<file path="src/rtl/writeback_queue_pkg.sv">
// Shared register-file constants and the queue entry type for the writeback queue.
package writeback_queue_pkg;

    localparam int REG_ADDR_W = 4;
    localparam int REG_DATA_W = 16;

    typedef struct packed {
        logic [REG_ADDR_W-1:0] addr;
        logic [REG_DATA_W-1:0] data;
    } wb_entry_t;

endpackage

</file>
<file path="src/rtl/writeback_queue_fwd_match.sv">
// wb_fwd_match: picks the youngest valid entry whose address matches the lookup.
// Inputs arrive in age order, so slot 0 is the head and higher slots are younger.
module wb_fwd_match
    import writeback_queue_pkg::*;
#(
    parameter int DEPTH = 4
) (
    input  logic [DEPTH-1:0]                 vld_i,
    input  logic [DEPTH-1:0][REG_ADDR_W-1:0] addr_i,
    input  logic [DEPTH-1:0][REG_DATA_W-1:0] data_i,
    input  logic [REG_ADDR_W-1:0]            lookup_i,
    output logic                             hit_o,
    output logic [REG_DATA_W-1:0]            data_o
);

    // Ascending scan: a later (younger) match overrides an earlier one.
    always_comb begin
        hit_o  = 1'b0;
        data_o = '0;
        for (int k = 0; k < DEPTH; k++) begin
            if (vld_i[k] && (addr_i[k] == lookup_i)) begin
                hit_o  = 1'b1;
                data_o = data_i[k];
            end
        end
    end

endmodule

</file>
<file path="src/rtl/writeback_queue.sv">
// Two-source writeback queue feeding a single register-file write port.
// Define WB_FORWARD_EN to enable operand forwarding lookups into pending entries.
module writeback_queue
    import writeback_queue_pkg::*;
#(
    parameter int DEPTH = 4
) (
    input  logic                        clock,
    input  logic                        reset_n,
    input  logic                        alu_valid,
    input  logic [REG_ADDR_W-1:0]       alu_addr,
    input  logic [REG_DATA_W-1:0]       alu_data,
    output logic                        alu_ready,
    input  logic                        mem_valid,
    input  logic [REG_ADDR_W-1:0]       mem_addr,
    input  logic [REG_DATA_W-1:0]       mem_data,
    output logic                        mem_ready,
    input  logic                        wb_hold,
    output logic                        wb_en,
    output logic [REG_ADDR_W-1:0]       wb_addr,
    output logic [REG_DATA_W-1:0]       wb_data,
    input  logic [REG_ADDR_W-1:0]       fwd_a_addr,
    output logic                        fwd_a_hit,
    output logic [REG_DATA_W-1:0]       fwd_a_data,
    input  logic [REG_ADDR_W-1:0]       fwd_b_addr,
    output logic                        fwd_b_hit,
    output logic [REG_DATA_W-1:0]       fwd_b_data,
    output logic [$clog2(DEPTH):0]      count
);

    localparam int AW = $clog2(DEPTH);
    localparam int CW = AW + 1;
    localparam logic [CW-1:0] DEPTH_C    = CW'(DEPTH);
    localparam logic [CW-1:0] DEPTH_M2_C = CW'(DEPTH - 2);

    wb_entry_t       entries_q [DEPTH];
    logic [CW-1:0]   wr_ptr_q, wr_ptr_d;
    logic [CW-1:0]   rd_ptr_q, rd_ptr_d;
    logic [CW-1:0]   count_q,  count_d;

    logic            mem_acc, alu_acc, deq;
    logic [AW-1:0]   wr_idx, alu_idx, rd_idx;
    wb_entry_t       head;

    // Ready looks only at registered occupancy; a dequeue in the same cycle earns no credit.
    assign mem_ready = (count_q < DEPTH_C);
    assign alu_ready = mem_valid ? (count_q <= DEPTH_M2_C) : (count_q < DEPTH_C);

    assign mem_acc = mem_valid & mem_ready;
    assign alu_acc = alu_valid & alu_ready;
    assign deq     = wb_en & ~wb_hold;

    // Load takes the first free slot so it is older than a same-cycle ALU result.
    assign wr_idx  = wr_ptr_q[AW-1:0];
    assign alu_idx = wr_idx + AW'(mem_acc);
    assign rd_idx  = rd_ptr_q[AW-1:0];

    always_comb begin
        wr_ptr_d = wr_ptr_q + CW'(mem_acc) + CW'(alu_acc);
        rd_ptr_d = rd_ptr_q + CW'(deq);
        count_d  = count_q + CW'(mem_acc) + CW'(alu_acc) - CW'(deq);
    end

    always_ff @(posedge clock or negedge reset_n) begin
        if (!reset_n) begin
            wr_ptr_q <= '0;
            rd_ptr_q <= '0;
            count_q  <= '0;
        end else begin
            wr_ptr_q <= wr_ptr_d;
            rd_ptr_q <= rd_ptr_d;
            count_q  <= count_d;
        end
    end

    // Storage is not reset; occupancy comes from the pointers alone.
    always_ff @(posedge clock) begin
        if (mem_acc) entries_q[wr_idx]  <= '{addr: mem_addr, data: mem_data};
        if (alu_acc) entries_q[alu_idx] <= '{addr: alu_addr, data: alu_data};
    end

    assign head    = entries_q[rd_idx];
    assign wb_en   = (count_q != '0);
    assign wb_addr = wb_en ? head.addr : '0;
    assign wb_data = wb_en ? head.data : '0;
    assign count   = count_q;

`ifdef WB_FORWARD_EN
    logic [DEPTH-1:0]                 age_vld;
    logic [DEPTH-1:0][REG_ADDR_W-1:0] age_addr;
    logic [DEPTH-1:0][REG_DATA_W-1:0] age_data;

    // Rotate storage into age order so the matcher can resolve youngest-wins by slot index.
    for (genvar k = 0; k < DEPTH; k++) begin : g_age
        logic [AW-1:0] slot;
        assign slot        = rd_idx + AW'(k);
        assign age_vld[k]  = (CW'(k) < count_q);
        assign age_addr[k] = entries_q[slot].addr;
        assign age_data[k] = entries_q[slot].data;
    end

    wb_fwd_match #(.DEPTH(DEPTH)) u_fwd_a (
        .vld_i    (age_vld),
        .addr_i   (age_addr),
        .data_i   (age_data),
        .lookup_i (fwd_a_addr),
        .hit_o    (fwd_a_hit),
        .data_o   (fwd_a_data)
    );

    wb_fwd_match #(.DEPTH(DEPTH)) u_fwd_b (
        .vld_i    (age_vld),
        .addr_i   (age_addr),
        .data_i   (age_data),
        .lookup_i (fwd_b_addr),
        .hit_o    (fwd_b_hit),
        .data_o   (fwd_b_data)
    );
`else
    logic unused_fwd;
    assign unused_fwd = ^{fwd_a_addr, fwd_b_addr};
    assign fwd_a_hit  = 1'b0;
    assign fwd_a_data = '0;
    assign fwd_b_hit  = 1'b0;
    assign fwd_b_data = '0;
`endif

endmodule

</file>
<file path="config.mk">
export PLATFORM = sky130hd
export DESIGN_NAME = writeback_queue
export DESIGN_NICKNAME = d
export VERILOG_FILES = /design/src/rtl/writeback_queue_pkg.sv /design/src/rtl/writeback_queue_fwd_match.sv /design/src/rtl/writeback_queue.sv
export SDC_FILE = /design/constraint.sdc
export NUM_CORES = 1
export LEC_CHECK = 0
export BUFFER_PORTS_ARGS = -buffer_cell sky130_fd_sc_hd__buf_2
export CORE_MARGIN = 1
export CORE_UTILIZATION = 45
export DETAILED_ROUTE_END_ITERATION = 8
export GPL_ROUTABILITY_DRIVEN = 0
export HOLD_SLACK_MARGIN = 0.1
export PLACE_DENSITY = 0.69
export SETUP_SLACK_MARGIN = 0.4
export SKIP_LAST_GASP = 1
export SYNTH_ARGS = -nofsm -noshare
export SYNTH_HDL_FRONTEND = slang
export SYNTH_HIERARCHICAL = 1
export SYNTH_SLANG_ARGS = --single-unit
</file>
<file path="constraint.sdc">
create_clock -name clock -period 7.65 [get_ports clock]
set_input_delay 0.765 -clock clock [delete_from_list [all_inputs] [get_ports clock]]
set_output_delay 0.765 -clock clock [all_outputs]
set_load 0.05 [all_outputs]
</file>
# Word level (Yosys, flattened, before mapping)
# Memories as Yosys holds them, arrays and structs flattened.
# Cells that the tools add are included.
# word_totals
input_bits	53
elab_cells	25
memories	1
register_bits	9
output_inout_bits	60
ramBits	80
# op_classes
n_reduce_logical	1
mux	7
n_bitwise	4
add_sub_neg	7
order_cmp	2
# memory_table
name	words	width	read_ports	rd_clocked_by_memory_dff	write_ports	line	rtl
entries_q	4	20	1	0	2	writeback_queue.sv:36	wb_entry_t entries_q [DEPTH];
# ops
op	n
16-bit two-way mux	1
3-bit by 1-bit adder with 3-bit output	5
1-bit two-way mux	5
4-bit two-way mux	1
1-bit AND	3
3-bit by 2-bit <= comparator with 1-bit output (second input constant)	1
3-bit less-than comparator (second input constant)	1
3-bit nonzero test	1
3-bit by 1-bit subtractor with 3-bit output	1
2-bit by 1-bit adder with 2-bit output	1
1-bit NOT	1

# Longest topological paths before layout
# depth
word_depth	5
depth_mapped	9
mapped_depth_nobuf	9

# Worst setup path before layout
# No wires, ideal clock.
# synth_path
path_kind	input -> register
from	input port mem_valid
to	memory entries_q[0][0] (netlist bit), enable pin
path_buffers	0
path_slack_ns	4.534
setup_ns	0.428
stages	3
arrival_time_ns	2.688
t_required_ns	7.222
path_cell_list	nor2b_1 -> inv_1 -> o31ai_1
# synth_lines
item	line	rtl
start: declaration	writeback_queue.sv:14	input logic mem_valid,
end: declaration	writeback_queue.sv:36	

# Worst setup path after layout
# layout_path
from	register rd_ptr_q[0]
to	output port wb_data[14]
# layout_between
elab_chain_len	2
# layout_lines
item	line	rtl
start: declaration	writeback_queue.sv:38	logic [CW-1:0] rd_ptr_q, rd_ptr_d;
start signal: assignment	writeback_queue.sv:71	rd_ptr_q <= rd_ptr_d;
memory 4 x 20 bit	--	
16-bit two-way mux	writeback_queue.sv:85	assign wb_data = wb_en ? head.data : '0;
end: declaration	writeback_queue.sv:21	output logic [REG_DATA_W-1:0] wb_data,
# No other way between the ends.

==> impl_metrics.yaml <==
place:
  io_buffers: 70
  place_hpwl_mm: 6.06
worst_setup_path:
  reg2reg_depth: 6
  endpoint_kind: "output port"
  worst-setup-path-type: "reg2out"
  cp-start-kind: "flop"
  endpoint: "wb_data[14]"
  path_cells: "buf_4 -> mux4_2 -> nor2b_1 -> buf_2"
  cp_slowest_cell: "dfrtp_1"
  slowest_delay_ns: 0.65
  cp.arrival_ns: 2.32
  timing.rr.start: "count[2]$_DFF_PN0_"
  cp.required_ns: 6.88
  r2r_setup_slack_ns: 4.82
  path_max_fanout: 14
  crit_path_start: "rd_ptr_q[0]$_DFF_PN0_"
  r2r_end: "entries_q[3][19]$_DFFE_PP_"
worst_hold_path:
  hp-class: "in2async"
clocking:
  clockBufferDepth: 2
  clk-insertion-delay-late_ns: 0.36
  cts_buffers: 9
  cts_setup_buffers: 0
  htree_levels: 3
  cts_root_buf: "clkbuf_8"
  postCtsHoldBufs: 0
  cts_sinks: 87
  cts_tree: "yes"
  cts_resized: 0
  clkTransAtPathRegs_ns: 0.08
logic_synthesis:
  ys_warn_count: 6
  seq_area_frac_synth: 0.547
  syn_area_um2: 4710
  netlist_instances: 295
  synthArstFlopShare: 0.0805
  synth_edf_count: 80
  avgSynthCellArea_um2: 16.0
  synth-main-ff-cell: "edfxtp_1"
  ys_types: 29
  ys_ff_latch: 87
route:
  viasPerCell: 5.11
  postRouteAntennaNets: 0
  drc: 0
  wl_mm: 9.16
  drt_iter0_drc: 95
  wl_per_cell_um: 18.1
  dr.pass1.iters: 4
  vias: 2585
timing:
  fin_crit_sh: 0.404
  rsz0062_at_grt: "false"
  period_needed_ns: 3.09
  setup_violations: 0
  skew_ns: 0.0124
  finalSetupTns_ns: 0
  hold_violations: 0
  slew_headroom: 0.315
  drv_slew: 0
  worstMarginPinSlew_ns: 1.03
  max_freq_mhz: 324
floorplanning:
  initial_core_util: 0.473
  core_um2: 9950
  std_cell_rows: 36
  die_w_um: 104
  die-height_um: 104
  ios: 113
  die_area_um2: 10900
run:
  drv_cap: 0
layout:
  nets: 428
  layout-drive-gt1-share: 0.534
  diodes: 0
  syn_to_final_growth_pct: 12.4
  final_cell_mix: "80 x mux2_2, 80 x edfxtp_1, 70 x buf_2, 34 x conb_1, 21 x nor2b_1"
pwr:
  pwr-share-seq: 0.348
  p_comb_frac: 0.515
  p_sw_frac: 0.446
  peakVddDrop_uv: 314
  leakage_uw: 0.00200
  power_frac_clock: 0.137
  power.total_uw: 2280
  powerDensity_nw_per_um2: 431
  net-switching-power_uw: 1020
  p_int_uw: 1260
global_route:
  antenna_found_initial: 0
  grt_max_degree: 22
  grt_use_total: 0.180
  grt_pass1_vias: 2720
  gr-total-overflow: 0
  grt_first_pass_wirelength_mm: 14.6
outcome:
  outcome: "finished, final reports clean"
==> sequential cells by signal, summed over array words and instances, names as in the netlist <==
| register | cells |
|---|---|
| count | 3 |
| entries_q | 80 |
| rd_ptr_q | 2 |
| wr_ptr_q | 2 |
==> cell usage after synthesis (2+ instances only) <==
cell | n | area, um^2
buf_4 | 34 | 255
fa_1 | 3 | 60.1
buf_2 | 9 | 45.0
nand2_1 | 3 | 11.3
buf_6 | 2 | 22.5
buf_1 | 2 | 7.51
inv_1 | 10 | 37.5
nand2b_1 | 2 | 12.5
mux4_2 | 20 | 450
edfxtp_1 | 80 | 2400
xnor2_1 | 2 | 17.5
clkbuf_1 | 2 | 7.51
o31ai_1 | 2 | 15.0
mux2_2 | 80 | 901
nor2b_1 | 21 | 131
ha_1 | 4 | 50.1
dfrtp_1 | 7 | 175
==> through the flow <==
stage	util	std cells	worst slack, ns	hold WS [ns]	area, um^2
2_1_floorplan	-	328	4.53	0.469	4830
4_1_cts	0.532	506	4.49	0.231	5290
5_1_grt	0.532	506	4.38	0.235	5290
3_3_place_gp	0.513	490	4.40	0.611	5100
3_5_place_dp	0.513	490	4.38	0.618	5100
6_report	0.532	506	4.56	0.241	5290
==> layer usage <==
metal | GRT usage | wire length, um | vias to the layer above
met3 | 0.0326 | 287 | 11
met4 | 0.0704 | 144 | 0
met1 | 0.213 | 3830 | 1312
met5 | 0 | 0 | -
met2 | 0.324 | 4890 | 72
li1 | - | - | 1190
==> power by group through the flow <==
stage	sequential [uW]	clock, uW	combinational [uW]
finish	793	312	1180
global placement	800	0	1170
floorplan	777	0	949
global route	810	334	1250
detailed placement	807	0	1190
CTS	797	317	1190
==> critical path, delay by kind of cell, from the launching register on <==
| kind | cells | cell delay (ns) |
|---|---|---|
| flops | 1 | 0.65 |
| mux | 1 | 0.53 |
| buf+inv | 2 | 0.64 |
| simple gates | 1 | 0.14 |
==> cell families (layout without fill, tap and decap cells) <==
kind of cell / count (synthesis) / count (layout) / share of synthesized area
AOI/OAI and AO/OA: 4 / 4 / 0.00823
xor gates and xnor gates: 4 / 4 / 0.00903
buffers and inverters: 59 / 104 / 0.0797
adders and majority gates: 7 / 7 / 0.0234
other: 1 / 34 / 0.000796
DFF: 87 / 87 / 0.547
muxes: 100 / 100 / 0.287
and+or+nand+nor: 33 / 33 / 0.0446
==> final cells by class <==
type / count / area (um^2)
clock buffers: 9 / 124
clock inverters: 7 / 63.8
fillers: 857 / 4660
inverters: 10 / 37.5
multi-input cells: 182 / 1910
flip-flops and latches: 87 / 2580
well taps: 133 / 166
repair buffers: 78 / 410
==> worst min-delay path by stage <==
| stage | end | slack (ns) | cells after the start | startpoint |
|---|---|---|---|---|
| floorplan | count[0]$_DFF_PN0_ | 0.47 | 0 | reset_n |
| global placement | count[2]$_DFF_PN0_ | 0.61 | 1 | reset_n |
| detailed placement | count[0]$_DFF_PN0_ | 0.62 | 1 | reset_n |
| CTS | count[0]$_DFF_PN0_ | 0.23 | 1 | reset_n |
| global route | count[0]$_DFF_PN0_ | 0.23 | 1 | reset_n |
| finish | count[0]$_DFF_PN0_ | 0.24 | 1 | reset_n |
Note: power is estimated with default switching activity, not from simulation.
